--- src/rtl/ball_collision_detector.sv ---
// Per-frame overlap counter between camera object mask and ball box; pulse one cycle after frame-end pixel, ball_pixel 1 cycle.
// Free-running pixel stream, no backpressure: every DE pixel is consumed the cycle it arrives.
module ball_collision_detector #(
    parameter int BALL_SIZE       = 20,
    parameter int HIT_THRESHOLD   = 16,
    parameter int COOLDOWN_FRAMES = 8
) (
    input  logic        clk_25MHZ,
    input  logic        reset,
    input  logic        upscale,
    input  logic        DE,
    input  logic [9:0]  x_pixel,
    input  logic [9:0]  y_pixel,
    input  logic        obj_mask,
    input  logic [9:0]  ball_x,
    input  logic [9:0]  ball_y,
    output logic        collision_detected,
    output logic [11:0] overlap_count,
    output logic        ball_pixel
);

    localparam logic [10:0] BOX_EXT = 11'(BALL_SIZE - 1);
    localparam logic [11:0] ACC_MAX = 12'hFFF;
    localparam logic [11:0] THRESH  = 12'(HIT_THRESHOLD);
    localparam logic [3:0]  CD_INIT = 4'(COOLDOWN_FRAMES);

    typedef enum logic [1:0] {
        SYNC     = 2'd0,
        SCAN     = 2'd1,
        COOLDOWN = 2'd2
    } state_t;

    state_t      r_state;
    state_t      w_state_next;

    logic [9:0]  r_ball_x_sh;
    logic [9:0]  r_ball_y_sh;
    logic [11:0] r_acc;
    logic [3:0]  r_cooldown;
    logic        r_collision;
    logic [11:0] r_overlap_count;
    logic        r_ball_pixel;

    logic [9:0]  w_x_max;
    logic [9:0]  w_y_max;
    logic        w_frame_start;
    logic        w_frame_end;
    logic [9:0]  w_box_x;
    logic [9:0]  w_box_y;
    logic        w_in_x;
    logic        w_in_y;
    logic        w_in_box;
    logic        w_hit;
    logic [11:0] w_acc_final;
    logic        w_over_th;
    logic        w_eval;
    logic        w_pulse_set;
    logic        w_cd_dec;

    // Frame boundaries follow the live upscale input, so a mid-frame change takes effect at once.
    assign w_x_max       = upscale ? 10'd639 : 10'd319;
    assign w_y_max       = upscale ? 10'd479 : 10'd239;
    assign w_frame_start = DE && (x_pixel == 10'd0) && (y_pixel == 10'd0);
    assign w_frame_end   = DE && (x_pixel == w_x_max) && (y_pixel == w_y_max);

    // The frame-start pixel must already see the freshly sampled ball position.
    assign w_box_x = w_frame_start ? ball_x : r_ball_x_sh;
    assign w_box_y = w_frame_start ? ball_y : r_ball_y_sh;

    assign w_in_x = ({1'b0, x_pixel} >= {1'b0, w_box_x}) &&
                    ({1'b0, x_pixel} <= ({1'b0, w_box_x} + BOX_EXT));
    assign w_in_y = ({1'b0, y_pixel} >= {1'b0, w_box_y}) &&
                    ({1'b0, y_pixel} <= ({1'b0, w_box_y} + BOX_EXT));
    assign w_in_box = w_in_x && w_in_y;
    assign w_hit    = DE && obj_mask && w_in_box;

    assign w_acc_final = (w_hit && (r_acc != ACC_MAX)) ? (r_acc + 12'd1) : r_acc;
    assign w_over_th   = (w_acc_final >= THRESH);

    always_ff @(posedge clk_25MHZ or posedge reset) begin
        if (reset) begin
            r_state <= SYNC;
        end else begin
            r_state <= w_state_next;
        end
    end

    always_comb begin
        w_state_next = r_state;
        case (r_state)
            SYNC: begin
                if (w_frame_start) begin
                    w_state_next = SCAN;
                end
            end
            SCAN: begin
                if (w_eval && w_over_th) begin
                    w_state_next = COOLDOWN;
                end
            end
            COOLDOWN: begin
                if (w_eval && (r_cooldown <= 4'd1)) begin
                    w_state_next = SCAN;
                end
            end
            default: begin
                w_state_next = SYNC;
            end
        endcase
    end

    always_comb begin
        w_eval      = 1'b0;
        w_pulse_set = 1'b0;
        w_cd_dec    = 1'b0;
        case (r_state)
            SCAN: begin
                w_eval      = w_frame_end && !w_frame_start;
                w_pulse_set = w_eval && w_over_th;
            end
            COOLDOWN: begin
                w_eval   = w_frame_end && !w_frame_start;
                w_cd_dec = w_eval;
            end
            default: begin
                w_eval = 1'b0;
            end
        endcase
    end

    always_ff @(posedge clk_25MHZ or posedge reset) begin
        if (reset) begin
            r_ball_x_sh <= 10'd0;
            r_ball_y_sh <= 10'd0;
        end else if (w_frame_start) begin
            r_ball_x_sh <= ball_x;
            r_ball_y_sh <= ball_y;
        end
    end

    // A frame start always restarts the count, including a glitched one mid-frame.
    always_ff @(posedge clk_25MHZ or posedge reset) begin
        if (reset) begin
            r_acc <= 12'd0;
        end else if (w_frame_start) begin
            r_acc <= {11'd0, w_hit};
        end else if ((r_state == SYNC) || w_frame_end) begin
            r_acc <= 12'd0;
        end else begin
            r_acc <= w_acc_final;
        end
    end

    always_ff @(posedge clk_25MHZ or posedge reset) begin
        if (reset) begin
            r_overlap_count <= 12'd0;
            r_collision     <= 1'b0;
            r_cooldown      <= 4'd0;
        end else begin
            r_collision <= w_pulse_set;
            if (w_eval) begin
                r_overlap_count <= w_acc_final;
            end
            if (w_pulse_set) begin
                r_cooldown <= CD_INIT;
            end else if (w_cd_dec && (r_cooldown != 4'd0)) begin
                r_cooldown <= r_cooldown - 4'd1;
            end
        end
    end

    always_ff @(posedge clk_25MHZ or posedge reset) begin
        if (reset) begin
            r_ball_pixel <= 1'b0;
        end else begin
            r_ball_pixel <= DE && w_in_box;
        end
    end

    assign collision_detected = r_collision;
    assign overlap_count      = r_overlap_count;
    assign ball_pixel         = r_ball_pixel;

endmodule

--- config.mk ---
export PLATFORM = sky130hd
export DESIGN_NAME = ball_collision_detector
export DESIGN_NICKNAME = d
export VERILOG_FILES = /design/src/rtl/ball_collision_detector.sv
export SDC_FILE = /design/constraint.sdc
export NUM_CORES = 1
export LEC_CHECK = 0
export CORE_AREA = 2 2 95 97
export CTS_CLUSTER_SIZE = 8
export DETAILED_ROUTE_END_ITERATION = 7
export DIE_AREA = 0 0 97 99
export PLACE_DENSITY = 0.8
export SLEW_MARGIN = 10
export SYNTH_ARGS = -nofsm -noshare
export SYNTH_HDL_FRONTEND = slang
export SYNTH_SLANG_ARGS = --single-unit
--- constraint.sdc ---
create_clock -name clk_25MHZ -period 5.7 [get_ports clk_25MHZ]
set_clock_uncertainty 0.15 [all_clocks]
set_input_delay 0.855 -clock clk_25MHZ [delete_from_list [all_inputs] [get_ports clk_25MHZ]]
set_output_delay 0.855 -clock clk_25MHZ [all_outputs]
set_load 0.05 [all_outputs]
==> flow_summary_export.csv <==
group,metric,value,unit
drt,wire_per_inst,16.64,um
die,ioPinCount,59,
drt,viasPerCell,5.752,
logic_synthesis,ys.flop_type,"dfrtp_1",
clocking,numCtsBuffers,5,
drt,drc,0,
placed_design,dpl_worst_slack,-626.9,ps
die,initial_core_util,0.4921,
critical_path,crit_path_max_fanout,5,
sta,tightest_slew,898.1,ps
global_route,gr-usage-all-layers,0.2511,
power_and_ir_drop,combPwrFrac,0.292,
sta,period_minus_slack,5557,ps
placed_design,io_buffers,58,
critical_path,ff2ff_setup_slack,1650,ps
drt,finalWirelength,12170,um
clocking,h-tree-depth,2,
finish,drive_above_1_share,0.2488,
logic_synthesis,netlist_area,4208,um2
flow_run,maxCapViolations,0,
critical_path,crit_required,5800,ps
power_and_ir_drop,p_clk_frac,0.253,
logic_synthesis,ys_seq_area_frac,0.3092,
power_and_ir_drop,ir_drop,0.0001108,V
clocking,clock_path_buffers,2,
drt,postRouteAntennaNets,0,
outcome,status,"finished clean",
logic_synthesis,synth_area_leaders,"dfrtp_1, ha_1, nand2_1, xnor2_1, mux2i_1",
logic_synthesis,async_flop_share,1.000,
clocking,cts_tree,"yes",
global_route,grt_pass1_vias,4294,
power_and_ir_drop,pwr-share-seq,0.455,
critical_path,criticalPathCategory,"in2reg",
critical_path,rr_startpoint,"r_ball_y_sh[1]",
critical_path,reg2regPathDepth,19,
sta,slew_headroom,0.4013,
critical_path,arrival,5660,ps
sta,finalCritPeriodShare,0.9750,
power_and_ir_drop,p_int,0.5810,mW
clocking,insertion_delay,310,ps
logic_synthesis,synth-seq-cells,52,
clocking,cts.sinks,52,
die,die_h,99,um
sta,postLayoutSetupSlackWorst,142.6,ps
power_and_ir_drop,p_leak,2.847,nW
clocking,path_clk_slew,100,ps
drt,initialDrtViolationCount,274,
logic_synthesis,yosysTopAreaCell,"dfrtp_1",
finish,final_area,5899,um2
placed_design,hpwl,9300,um
logic_synthesis,synthDistinctLibCells,63,
logic_synthesis,netlist.area_leader.share,0.3092,
critical_path,r2r-end,"overlap_count[7]",
clocking,clockRootBuffer,"clkbuf_8",
power_and_ir_drop,net-switching-power,0.2850,mW
drt,vias,4205,
die,fp.dieW,97,um
sta,drv_slew,0,
global_route,grt_pass1_wl,20000,um
min_path,hold_path_depth,2,
logic_synthesis,synth.net_count,569,
logic_synthesis,syn_avg_cell_area,8.803,um2
min_path,hp-start,"overlap_count[5]",
sta,fmax,0.1799,GHz
drt,first_pass_iters,5,
global_route,grt_max_degree,53,
sta,hold_viol,0,
global_route,gr-total-overflow,0,
die,row_count,34,
critical_path,end_kind,"flip-flop",
die,coreArea,8551,um2
sta,tns,0,ps
min_path,worstHoldEndpoint,"overlap_count[5]",
critical_path,crit_path_start_kind,"input port",
logic_synthesis,yosysWarnings,0,
power_and_ir_drop,swShare,0.3291,
finish,area_growth,40.20,%
placed_design,place_area,5458,um2
placed_design,gp_congestion,0.9548,
finish,diodes,0,
logic_synthesis,netlist_instances,478,
min_path,hold_class,"reg2reg",
logic_synthesis,synth-edff-count,0,
sta,setup_viol,0,
finish,final_core_util,0.6899,
power_and_ir_drop,power.density,146.8,nW/um2
die,die_area,9603,um2
finish,nets,713,
global_route,antenna_found_initial,0,
[flip-flops by register name, summed over array words and instances, names as in the netlist]
signal and cells:
r_cooldown 4, r_state 2, overlap_count 12, r_ball_x_sh 10, r_ball_y_sh 10, collision_detected 1
r_acc 12, ball_pixel 1
[cell usage in the layout (no fill, tap or decap), drive strengths merged, types with 3 or more instances in the layout]
cell type      netlist  routed
a2111oi              3       3
a211o                5       5
a211oi               4       4
a21o                 9       9
a21oi               19      19
a221oi               5       5
a31o                 3       3
a31oi                5       5
and2                 7       7
and3                11      11
buf                  1      86
clkbuf               7       6
clkdlybuf4s50        0      44
dfrtp               52      52
dlymetal6s2s         0      12
ha                  46      46
inv                 37      36
mux2i               17      17
nand2               51      51
nand3               19      19
nand4               14      14
nor2                36      37
nor2b                4       4
nor3                 9       9
nor4                 3       3
o211ai               7       7
o21a                 3       3
o21ai               28      28
o21bai               3       3
or2                  4       4
or3                  4       4
or4                  5       5
xnor2               21      21
xor2                12      12
[cells by family after synthesis]
| kind of cell | after synthesis | share of synthesized area |
|---|---|---|
| compound gates | 107 | 0.1784 |
| mux | 18 | 0.04312 |
| fa+ha+maj | 46 | 0.1368 |
| simple gates | 177 | 0.2233 |
| flops | 52 | 0.3092 |
| buf+inv | 45 | 0.04044 |
| xor+xnor | 33 | 0.06869 |
[critical path, stage by stage]
cell and delay [ps]:
clkdlybuf4s50_1 440, or4_4 420, buf_4 160, nor4_4 170, nand2_2 150, buf_6 160
mux2i_4 170, ha_2 210, nor2_1 70, or3_1 320, o21ai_2 90, nor2_1 80
xnor2_1 190, ha_1 270, a211o_1 310, a211oi_2 160, a21o_1 170, a21oi_2 80
a211o_1 390, nor3_2 280, a2bb2oi_2 180, a21o_2 180, and2_1 130
[cells in the mapped netlist (8+ instances only)]
| library cell | number |
|---|---|
| o21ai_0 | 24 |
| xnor2_1 | 21 |
| inv_1 | 37 |
| nor3_1 | 9 |
| xor2_1 | 12 |
| ha_1 | 46 |
| and3_1 | 10 |
| nand3_1 | 19 |
| a21o_1 | 8 |
| nand4_1 | 13 |
| dfrtp_1 | 52 |
| nor2_1 | 34 |
| mux2i_1 | 17 |
| nand2_1 | 51 |
| a21oi_1 | 19 |
[power by group through the flow]
stage               sequential (mW)  combinational (mW)  clock [mW]
finish                        0.394               0.252       0.219
global placement              0.399               0.227           0
CTS                           0.393               0.245       0.225
global route                  0.396               0.278       0.235
detailed placement            0.401               0.238           0
floorplan                     0.397               0.140           0
[repair_timing]
item / CTS / global route
endpoints found under the setup margin: 27 / 30
hold buffers: 0 / 0
resized for setup: 27 / 40
pin swaps: 21 / 28
setup buffers: 5 / 6
gates cloned: 1 / 0
[worst max-delay path by stage]
stage / start / end / slack (ps)
2_1_floorplan: y_pixel[2] / r_cooldown[1] / 3
3_5_place_dp: x_pixel[6] / r_cooldown[1] / -630
3_3_place_gp: x_pixel[6] / overlap_count[7] / -510
4_1_cts: y_pixel[1] / r_cooldown[1] / 8
5_1_grt: y_pixel[0] / overlap_count[7] / -40
6_report: y_pixel[0] / r_cooldown[1] / 140
[metal layers]
metal,up-vias,GRT usage,routed length (um)
met2,127,0.4460,6038
li1,2020,-,-
met3,21,0.03333,530
met1,2037,0.3224,5406
met5,-,0,0
met4,0,0.06934,190
[per-stage QoR]
stage,cells,hold slack [ps],power (mW)
after global routing,731,383.7,0.9092
final,731,338.5,0.8661
after detailed placement,711,320.1,0.6384
after floorplan,478,329.6,0.5376
after global placement,711,312.0,0.6263
after CTS,725,344.2,0.8635
[layout make-up]
class / count / area [um2]
sequential: 52 / 1301
timing repair buffer: 144 / 1277
multi-input combinational: 382 / 2957
tap: 108 / 135.1
fill: 641 / 2651
clock inverter: 2 / 16.27
inverter: 37 / 140.1
clock buffer: 6 / 72.57
Power figures use the tool's default switching activity.
